**src/rtl/imu_pkg.sv**
```systemverilog
// Shared types and helpers for the IMU burst sampler.
package imu_pkg;

  // Frame-sequencing states.
  typedef enum logic [2:0] {
    IDLE    = 3'd0,
    REQ     = 3'd1,
    RECV    = 3'd2,
    PUBLISH = 3'd3,
    ABORT   = 3'd4
  } state_t;

  // One big-endian sensor channel.
  typedef logic [15:0] sample_t;

  // Largest supported channel count; the byte index is sized for 2*MAX_CH.
  localparam int MAX_CH = 16;
  localparam int IDX_W  = 6;

  // Saturating 8-bit increment used by the status counters.
  function automatic logic [7:0] sat_inc(input logic [7:0] value);
    return (value == 8'hFF) ? value : value + 8'd1;
  endfunction

endpackage

```
**src/rtl/imu_frame_buf.sv**
```systemverilog
// Shadow buffer filled byte-by-byte during a burst, plus the published
// frame register with its valid/ready handshake and overrun counter.
module imu_frame_buf
  import imu_pkg::*;
#(
  parameter int NUM_CH = 6
) (
  input  logic                  clock,
  input  logic                  reset,
  input  logic                  wr_en,
  input  logic [IDX_W-1:0]      wr_idx,
  input  logic [7:0]            wr_byte,
  input  logic                  publish,
  input  logic                  frame_ready,
  output logic                  frame_valid,
  output logic [16*NUM_CH-1:0]  frame_data,
  output logic [7:0]            overrun_cnt
);

  generate
    for (genvar gi = 0; gi < NUM_CH; gi++) begin : g_ch
      sample_t shadow_reg;
      sample_t out_reg;

      // Capture the high byte on the even index and the low byte on the odd one.
      always_ff @(posedge clock or posedge reset) begin
        if (reset) begin
          shadow_reg <= '0;
        end else if (wr_en && (wr_idx[IDX_W-1:1] == (IDX_W-1)'(gi))) begin
          if (wr_idx[0]) begin
            shadow_reg[7:0] <= wr_byte;
          end else begin
            shadow_reg[15:8] <= wr_byte;
          end
        end
      end

      // Copy the whole shadow into the visible frame in a single cycle.
      always_ff @(posedge clock or posedge reset) begin
        if (reset) begin
          out_reg <= '0;
        end else if (publish) begin
          out_reg <= shadow_reg;
        end
      end

      assign frame_data[16*gi +: 16] = out_reg;
    end
  endgenerate

  // Valid/ready handshake; a publish over an unaccepted frame counts as an overrun.
  always_ff @(posedge clock or posedge reset) begin
    if (reset) begin
      frame_valid <= 1'b0;
      overrun_cnt <= '0;
    end else if (publish) begin
      frame_valid <= 1'b1;
      if (frame_valid && !frame_ready) begin
        overrun_cnt <= sat_inc(overrun_cnt);
      end
    end else if (frame_valid && frame_ready) begin
      frame_valid <= 1'b0;
    end
  end

endmodule

```
**src/rtl/imu_burst_sampler.sv**
```systemverilog
// Periodically burst-reads NUM_CH big-endian 16-bit registers through the
// byte-level I2C master and publishes each complete frame coherently.
module imu_burst_sampler
  import imu_pkg::*;
#(
  parameter int         NUM_CH     = 6,
  parameter logic [6:0] DEV_ADDR   = 7'h68,
  parameter logic [7:0] START_REG  = 8'h3B,
  parameter int         SAMPLE_DIV = 100000,
  parameter int         TIMEOUT    = 50000
) (
  input  logic                  clock,
  input  logic                  reset,
  input  logic                  enable,
  output logic                  rd_req,
  output logic [6:0]            rd_dev,
  output logic [7:0]            rd_reg,
  output logic [7:0]            rd_len,
  input  logic                  rd_byte_vld,
  input  logic [7:0]            rd_byte,
  input  logic                  rd_err,
  output logic                  frame_valid,
  input  logic                  frame_ready,
  output logic [16*NUM_CH-1:0]  frame_data,
  output logic [7:0]            overrun_cnt,
  output logic [7:0]            err_cnt
);

  localparam int TICK_W = (SAMPLE_DIV > 1) ? $clog2(SAMPLE_DIV) : 1;
  localparam int TMO_W  = (TIMEOUT > 1) ? $clog2(TIMEOUT + 1) : 1;

  state_t             state_reg;
  logic [TICK_W-1:0]  tick_cnt_reg;
  logic [TMO_W-1:0]   tmo_cnt_reg;
  logic [IDX_W-1:0]   byte_idx_reg;
  logic               tick;
  logic               last_byte;
  logic               byte_take;
  logic               tmo_hit;

  assign tick      = (tick_cnt_reg == TICK_W'(SAMPLE_DIV - 1));
  assign last_byte = (byte_idx_reg == IDX_W'(2 * NUM_CH - 1));
  assign tmo_hit   = (tmo_cnt_reg == TMO_W'(TIMEOUT - 1));
  // A byte is only accepted while receiving, and an error in the same cycle discards it.
  assign byte_take = (state_reg == RECV) && rd_byte_vld && !rd_err;

  // Request fields are presented only alongside the request pulse.
  assign rd_req = (state_reg == REQ);
  assign rd_dev = rd_req ? DEV_ADDR : 7'd0;
  assign rd_reg = rd_req ? START_REG : 8'd0;
  assign rd_len = rd_req ? 8'(2 * NUM_CH) : 8'd0;

  // Free-running sample period counter, parked at zero while disabled.
  always_ff @(posedge clock or posedge reset) begin
    if (reset) begin
      tick_cnt_reg <= '0;
    end else if (!enable || tick) begin
      tick_cnt_reg <= '0;
    end else begin
      tick_cnt_reg <= tick_cnt_reg + TICK_W'(1);
    end
  end

  // Frame sequencer with per-byte index and inter-byte timeout.
  always_ff @(posedge clock or posedge reset) begin
    if (reset) begin
      state_reg    <= IDLE;
      tmo_cnt_reg  <= '0;
      byte_idx_reg <= '0;
    end else begin
      case (state_reg)
        IDLE: begin
          // Ticks seen in any other state are simply dropped.
          if (enable && tick) begin
            state_reg <= REQ;
          end
        end
        REQ: begin
          state_reg    <= RECV;
          tmo_cnt_reg  <= '0;
          byte_idx_reg <= '0;
        end
        RECV: begin
          if (rd_err) begin
            state_reg <= ABORT;
          end else if (rd_byte_vld) begin
            tmo_cnt_reg <= '0;
            if (last_byte) begin
              state_reg    <= PUBLISH;
              byte_idx_reg <= '0;
            end else begin
              byte_idx_reg <= byte_idx_reg + IDX_W'(1);
            end
          end else if (tmo_hit) begin
            state_reg <= ABORT;
          end else begin
            tmo_cnt_reg <= tmo_cnt_reg + TMO_W'(1);
          end
        end
        PUBLISH: state_reg <= IDLE;
        ABORT:   state_reg <= IDLE;
        default: state_reg <= IDLE;
      endcase
    end
  end

  // Count aborted frames, saturating.
  always_ff @(posedge clock or posedge reset) begin
    if (reset) begin
      err_cnt <= '0;
    end else if (state_reg == ABORT) begin
      err_cnt <= sat_inc(err_cnt);
    end
  end

  imu_frame_buf #(
    .NUM_CH (NUM_CH)
  ) u_frame_buf (
    .clock       (clock),
    .reset       (reset),
    .wr_en       (byte_take),
    .wr_idx      (byte_idx_reg),
    .wr_byte     (rd_byte),
    .publish     (state_reg == PUBLISH),
    .frame_ready (frame_ready),
    .frame_valid (frame_valid),
    .frame_data  (frame_data),
    .overrun_cnt (overrun_cnt)
  );

endmodule

```
**config.mk**
```make
export PLATFORM = sky130hd
export DESIGN_NAME = imu_burst_sampler
export DESIGN_NICKNAME = d
export VERILOG_FILES = /design/src/rtl/imu_pkg.sv /design/src/rtl/imu_frame_buf.sv /design/src/rtl/imu_burst_sampler.sv
export SDC_FILE = /design/constraint.sdc
export NUM_CORES = 1
export LEC_CHECK = 0
export ABC_AREA = 1
export CORE_ASPECT_RATIO = 0.5
export CORE_UTILIZATION = 49
export DETAILED_ROUTE_END_ITERATION = 10
export HOLD_SLACK_MARGIN = 0.05
export PLACE_DENSITY = 0.76
export SYNTH_ARGS = -nofsm -noshare
export SYNTH_HDL_FRONTEND = slang
export SYNTH_SLANG_ARGS = --single-unit
```
**constraint.sdc**
```tcl
create_clock -name clock -period 8.7 [get_ports clock]
set_input_delay 1.305 -clock clock [delete_from_list [all_inputs] [get_ports clock]]
set_output_delay 1.305 -clock clock [all_outputs]
set_load 0.03 [all_outputs]
```
=== Word level (Yosys, flattened, before mapping) ===
Index checks and enable logic that the tools add are counted.

* Register bits after elaboration: 251
* Latch bits: 0
* RAM bits: 0
* Memory bits (read-only): 0
* Input bits: 14
* Output and inout bits: 137
* Word-level logic and storage cells: 109
* Memories kept: 0

* $add $sub $neg: 5
* Multiply operators: 0
* Div/mod/pow operators: 0
* $lt $le $gt $ge: 0
* Equality and inequality tests: 20
* Shift-type cells: 0
* Mux-type cells: 20
* Bitwise operators: 3
* Reduce and logical (&&, ||, !) cells: 36

{| class="wikitable"
|+ Operators by type and width
! cell !! count
|-
| $mux 16 || 3
|-
| $pmux 16 s2 || 1
|-
| $reduce_and 2->1 || 13
|-
| $mux 6 || 4
|-
| $add 17x1->17 const B || 1
|-
| $eq 17x17->1 const B || 1
|-
| $mux 17 || 1
|-
| $add 16x1->16 const B || 1
|-
| $add 8x1->8 const B || 2
|-
| $eq 16x16->1 const B || 1
|-
| $eq 8x8->1 const B || 2
|-
| $mux 3 || 5
|-
| $pmux 6 s2 || 1
|-
| $reduce_and 3->1 || 4
|-
| $logic_and 1x1->1 || 11
|-
| $eq 5x2->1 const B || 2
|-
| $eq 5x3->1 const B || 2
|-
| $pmux 3 s3 || 1
|-
| $ne 4x4->1 const B || 2
|-
| $mux 7 || 1
|-
| $add 6x1->6 const B || 1
|-
| $eq 3x2->1 const B || 2
|-
| $eq 6x4->1 const B || 1
|-
| $ne 2x2->1 const B || 3
|-
| 12 further kinds || 18
|}

=== Depth between registers and ports, before layout ===
* Depth after elaboration: 5
* Depth in mapped cells: 12
* Depth with buffers taken out: 11

=== Hierarchy ===
A second synthesis with hierarchy kept.

* Cell total of the unflattened synthesis: 1351
* Area total of the unflattened synthesis: 11217.0 um2

{| class="wikitable"
|+ By module, submodules not included
! module !! instances !! cells each !! area each (um2)
|-
| imu_frame_buf || 1 || 923 || 8125.3
|-
| imu_burst_sampler || 1 || 428 || 3091.7
|}

=== Least setup slack after synthesis ===
No wires, ideal clock.

* Kind: register to output
* From: register state_reg[2]
* To: output port rd_dev[3]
* Arrival: 1179 ps
* Setup slack: 6216 ps
* Cell stages (with the launch flop): 5
* Path buffers: 1
* Path through: dfrtp_1 inv_1 nand3_1 inv_1 buf_4

* Longest elaborated chain between the ends: 2

{| class="wikitable"
|+ Ends and longest elaborated chain
! item !! RTL line !! RTL
|-
| start: declaration || imu_burst_sampler.sv:32 || <nowiki>state_t state_reg;</nowiki>
|-
| start signal: assignment || imu_burst_sampler.sv:67 || <nowiki>state_reg <= IDLE;</nowiki>
|-
| start signal: assignment || imu_burst_sampler.sv:75 || <nowiki>state_reg <= REQ;</nowiki>
|-
| start signal: assignment || imu_burst_sampler.sv:79 || <nowiki>state_reg <= RECV;</nowiki>
|-
| $eq 3x1->1 || imu_burst_sampler.sv:48 || <nowiki>assign rd_req = (state_reg == REQ);</nowiki>
|-
| named net rd_req || imu_burst_sampler.sv:15 || <nowiki>output logic rd_req,</nowiki>
|-
| $mux 7 || imu_burst_sampler.sv:49 || <nowiki>assign rd_dev = rd_req ? DEV_ADDR : 7'd0;</nowiki>
|-
| end: declaration || imu_burst_sampler.sv:16 || <nowiki>output logic [6:0] rd_dev,</nowiki>
|}

The timed path passes the listed nets, and every way through them passes these cells.

=== Final worst setup path ===
* From: register state_reg[1]
* To: output port rd_reg[3]

* Longest elaborated chain between the ends: 2

{| class="wikitable"
|+ Ends and longest elaborated chain
! item !! RTL line !! RTL
|-
| $eq 3x1->1 || imu_burst_sampler.sv:48 ||
|-
| $mux 6 || imu_burst_sampler.sv:50 || <nowiki>assign rd_reg = rd_req ? START_REG : 8'd0;</nowiki>
|-
| end: declaration || imu_burst_sampler.sv:17 || <nowiki>output logic [7:0] rd_reg,</nowiki>
|}

Every way passes these cells.

==> metrics list <==
* Share of the cycle needed by the critical path after routing: 40.7%
- Crit path setup slack, layout: 5.16 ns
* Pre-antenna DRT Iters: 5
- H-tree depth: 1
- Counting the fill cells in the layout gives 1688.
* Min Tclk post-route: 3.54 ns
- On the final layout, the worst clock skew is 0.0311 ns.
* Post-layout total power: 3.85 mW
- After legalization and detailed placement, the total HPWL measured 15500 um.
* Mapped Avg Cell Area: 10.4 um^2
- Along the worst path, the maximum fanout reaches 12.
* Kind of critical path: register to primary output
* CTS tree: yes
- Post-layout utilization of the core: 61.5%
- Maximum buffer depth of the clock tree: 3
* Routed via count: 7514
* Total number of yosys warnings: 0
- The number of hold buffers added after CTS was 0.
- Antenna-violating nets left: 0
- Worst slack at placement: 5.02 ns
- Number of pins exceeding their max-slew limit in the final report: 0
- The tool flagged a number of max-cap violations equal to 0.
- The sequential cells in the finished layout cover a total of 6280 um^2.
- After floorplanning, the core was sized to cover 21000 um^2.
* Effective utilization at floorplan: 51.1%
- Setup violations remaining at the end of the flow were counted as 0.
- VDD sags by at most 0.162 mV.
- Clock-pin slew was measured on the worst setup and hold paths at 0.07 ns.
- TritonCTS created 22 clock buffers.
- The final layout contains 1164 nets.
- 151 I/O pins were placed.
- Final antenna diode count: 0
- Synthesis inferred 251 register bits.
- Multi-input combinational cell area: 3860 um^2
* Detail-routed net length per standard cell: 16.3 um
* Final-layout setup total negative slack: 0 ns
- Number of global-route vias before repair: 7405
- Outcome: complete, no violations
- In this run, the number of DRC markers left after iteration 0 of detailed routing was 526.
* GRT met2 Usage: 36.0%
* Global-route wire length before repair: 38500 um
- Grt met1 use: 30.3%
* Number of hold violations in the final report: 0
- Total Die Area: 22500 um^2
- Most used cells in the layout excluding fill and tap cells: sky130_fd_sc_hd__dfrtp_1, sky130_fd_sc_hd__nand2_1, sky130_fd_sc_hd__clkdlybuf4s50_1, sky130_fd_sc_hd__mux2_2, sky130_fd_sc_hd__o21ai_1
- In this run the most used layer during global routing was met2.
- The worst setup path is captured at a primary output.
* Setup Fix Bufs, Post-CTS: 0
* Instance count of the mapped netlist: 1030
- Die outline height: 107 um
- The initial antenna violation count was 0.
* Sum of overflow across all layers after global routing: 0
- The worst pin sits at a relative slew slack of 18.3%.
* Area added between synthesis and finish: 20.5%
- Fmax: 283 MHz
* Worst hold slack: 0.463 ns
- Share of synthesized area occupied by flip-flops and latches: 58.5%
- Clk sinks: 251
* Total Routed Length: 23600 um
- After floorplanning, the core was divided into 37 placement rows.
- Routability cong.: 0.848
* # DRC: 0
- Vias per cell: 5.17
- For this design the ratio of total power to cell area is 298 nW/um^2.
* Pin count of the biggest net entering global routing: 111
* Routing usage on met3: 3.05%
* Buffer cell driving the clock tree root: sky130_fd_sc_hd__clkbuf_16
- Critical path data required time: 7.39 ns
- The mapped netlist covers 10700 um^2.
- Worst path arrival time: 2.23 ns
- HP Class: register to register
* Most frequent standard cell in the layout excluding fill and tap cells: sky130_fd_sc_hd__dfrtp_1
- Die Span X: 211 um
- Number of distinct library cells after synthesis: 35
* RSZ-0062 raised after global routing: false
- In the global route stage, overall resource usage came out at 21.5%.
* Leak pwr: 6.03 nW
* Fraction of final layout cells with drive strength greater than 1: 14.0%
* Number of instances resized during post-cts repair: 0
* Clock latency on the worst-skew pair: 0.54 ns
* Slew at the pin with the worst max-slew slack: 1.23 ns
- The worst setup path is launched from a register.
* Number of port buffers: 137
kinds of logic (layout without fill, tap and decap cells):
group,after synthesis,count (layout),share of synthesized area [%]
and+or+nand+nor,405,405,17.3
DFF,251,251,58.5
buffers and inverters,133,251,6.05
AOI/OAI and AO/OA,116,116,5.50
muxes,98,98,10.3
xor gates and xnor gates,21,21,1.71
adders and majority gates,5,5,0.583
other,1,13,0.0349
critical path, cell delays in order (launching register included):
cell and delay, ns:
sky130_fd_sc_hd__dfrtp_1 0.45, sky130_fd_sc_hd__inv_2 0.10, sky130_fd_sc_hd__nand3_1 0.09, sky130_fd_sc_hd__inv_1 0.31, sky130_fd_sc_hd__clkdlybuf4s50_1 0.75
power by group:
part           internal, mW  switching, mW  leakage [nW]
combinational         0.493          0.724          2.23
clock                 0.576          0.444         0.362
sequential             1.43          0.186          3.44
total                  2.50           1.35          6.03
path summary, 6_finish.rpt:
kind / cells past startpoint / from / slack [ns] / to
setup / recovery: 4 / state_reg[1] / 5.16 / rd_reg[3]
hold / removal: 1 / tick_cnt_reg[0] / 0.46 / tick_cnt_reg[0]
setup reg to reg: 7 / state_reg[1] / 6.46 / u_frame_buf.g_ch[1].shadow_reg[4]
hold reg to reg: 1 / tick_cnt_reg[0] / 0.46 / tick_cnt_reg[0]
max in group asynchronous: 3 / reset / 5.89 / u_frame_buf.g_ch[2].out_reg[14]
min in group asynchronous: 2 / reset / 1.34 / err_cnt[1]
final cells by class:
cell class / instances / share of cell area (%)
sequential: 251 / 48.6
tap: 292 / 2.83
clock inverter: 6 / 0.861
clock buffer: 33 / 4.96
inverter: 72 / 2.15
multi-input combinational: 658 / 29.8
timing repair buffer: 140 / 10.8
metrics by stage:
step	cell area (um^2)	instances
after floorplan	10800	1042
after global placement	12200	1413
after detailed placement	12200	1413
after CTS	12900	1452
after global routing	12900	1452
final	12900	1452
Yosys cell counts:
cell type                    n  area share [%]
sky130_fd_sc_hd__dfrtp_1   251              59
sky130_fd_sc_hd__nand2_1   232             8.1
sky130_fd_sc_hd__mux2_2     98              10
sky130_fd_sc_hd__o21ai_1    78             3.6
sky130_fd_sc_hd__nor2_1     68             2.4
sky130_fd_sc_hd__inv_1      66             2.3
sky130_fd_sc_hd__nand3_1    41             1.9
sky130_fd_sc_hd__o21ai_0    29             1.4
sky130_fd_sc_hd__buf_4      26             1.8
sky130_fd_sc_hd__buf_2      21            0.98
sky130_fd_sc_hd__nor3_1     19            0.89
sky130_fd_sc_hd__nand4_1    17            0.99
sky130_fd_sc_hd__xor2_1     12            0.98
sky130_fd_sc_hd__clkbuf_1   11            0.38
sky130_fd_sc_hd__xnor2_1     9            0.73
sky130_fd_sc_hd__nand3_4     7             1.1
sky130_fd_sc_hd__a21oi_1     5            0.23
sky130_fd_sc_hd__ha_1        5            0.58
sky130_fd_sc_hd__nand3_2     5            0.47
sky130_fd_sc_hd__nor3b_1     5            0.35
sky130_fd_sc_hd__inv_2       4            0.14
sky130_fd_sc_hd__o21bai_1    3            0.21
sky130_fd_sc_hd__buf_6       2            0.21
sky130_fd_sc_hd__clkinv_1    2           0.070
sky130_fd_sc_hd__nor2_2      2            0.12
sky130_fd_sc_hd__nor3_2      2            0.19
sky130_fd_sc_hd__nor4_2      2            0.23
sky130_fd_sc_hd__buf_8       1            0.14
sky130_fd_sc_hd__conb_1      1           0.035
sky130_fd_sc_hd__nand2_2     1           0.058
sky130_fd_sc_hd__nand2_4     1            0.10
sky130_fd_sc_hd__nor2_4      1            0.10
sky130_fd_sc_hd__nor2_8      1            0.19
sky130_fd_sc_hd__nor4_1      1           0.058
sky130_fd_sc_hd__o31ai_1     1           0.070
metal layers:
layer,part of all wire (%),vias to the layer above
met5,0,-
met3,3.6,19
met1,46,3756
met2,49,149
li1,-,3590
met4,0.97,0
Note: power is estimated with default switching activity, not from simulation.
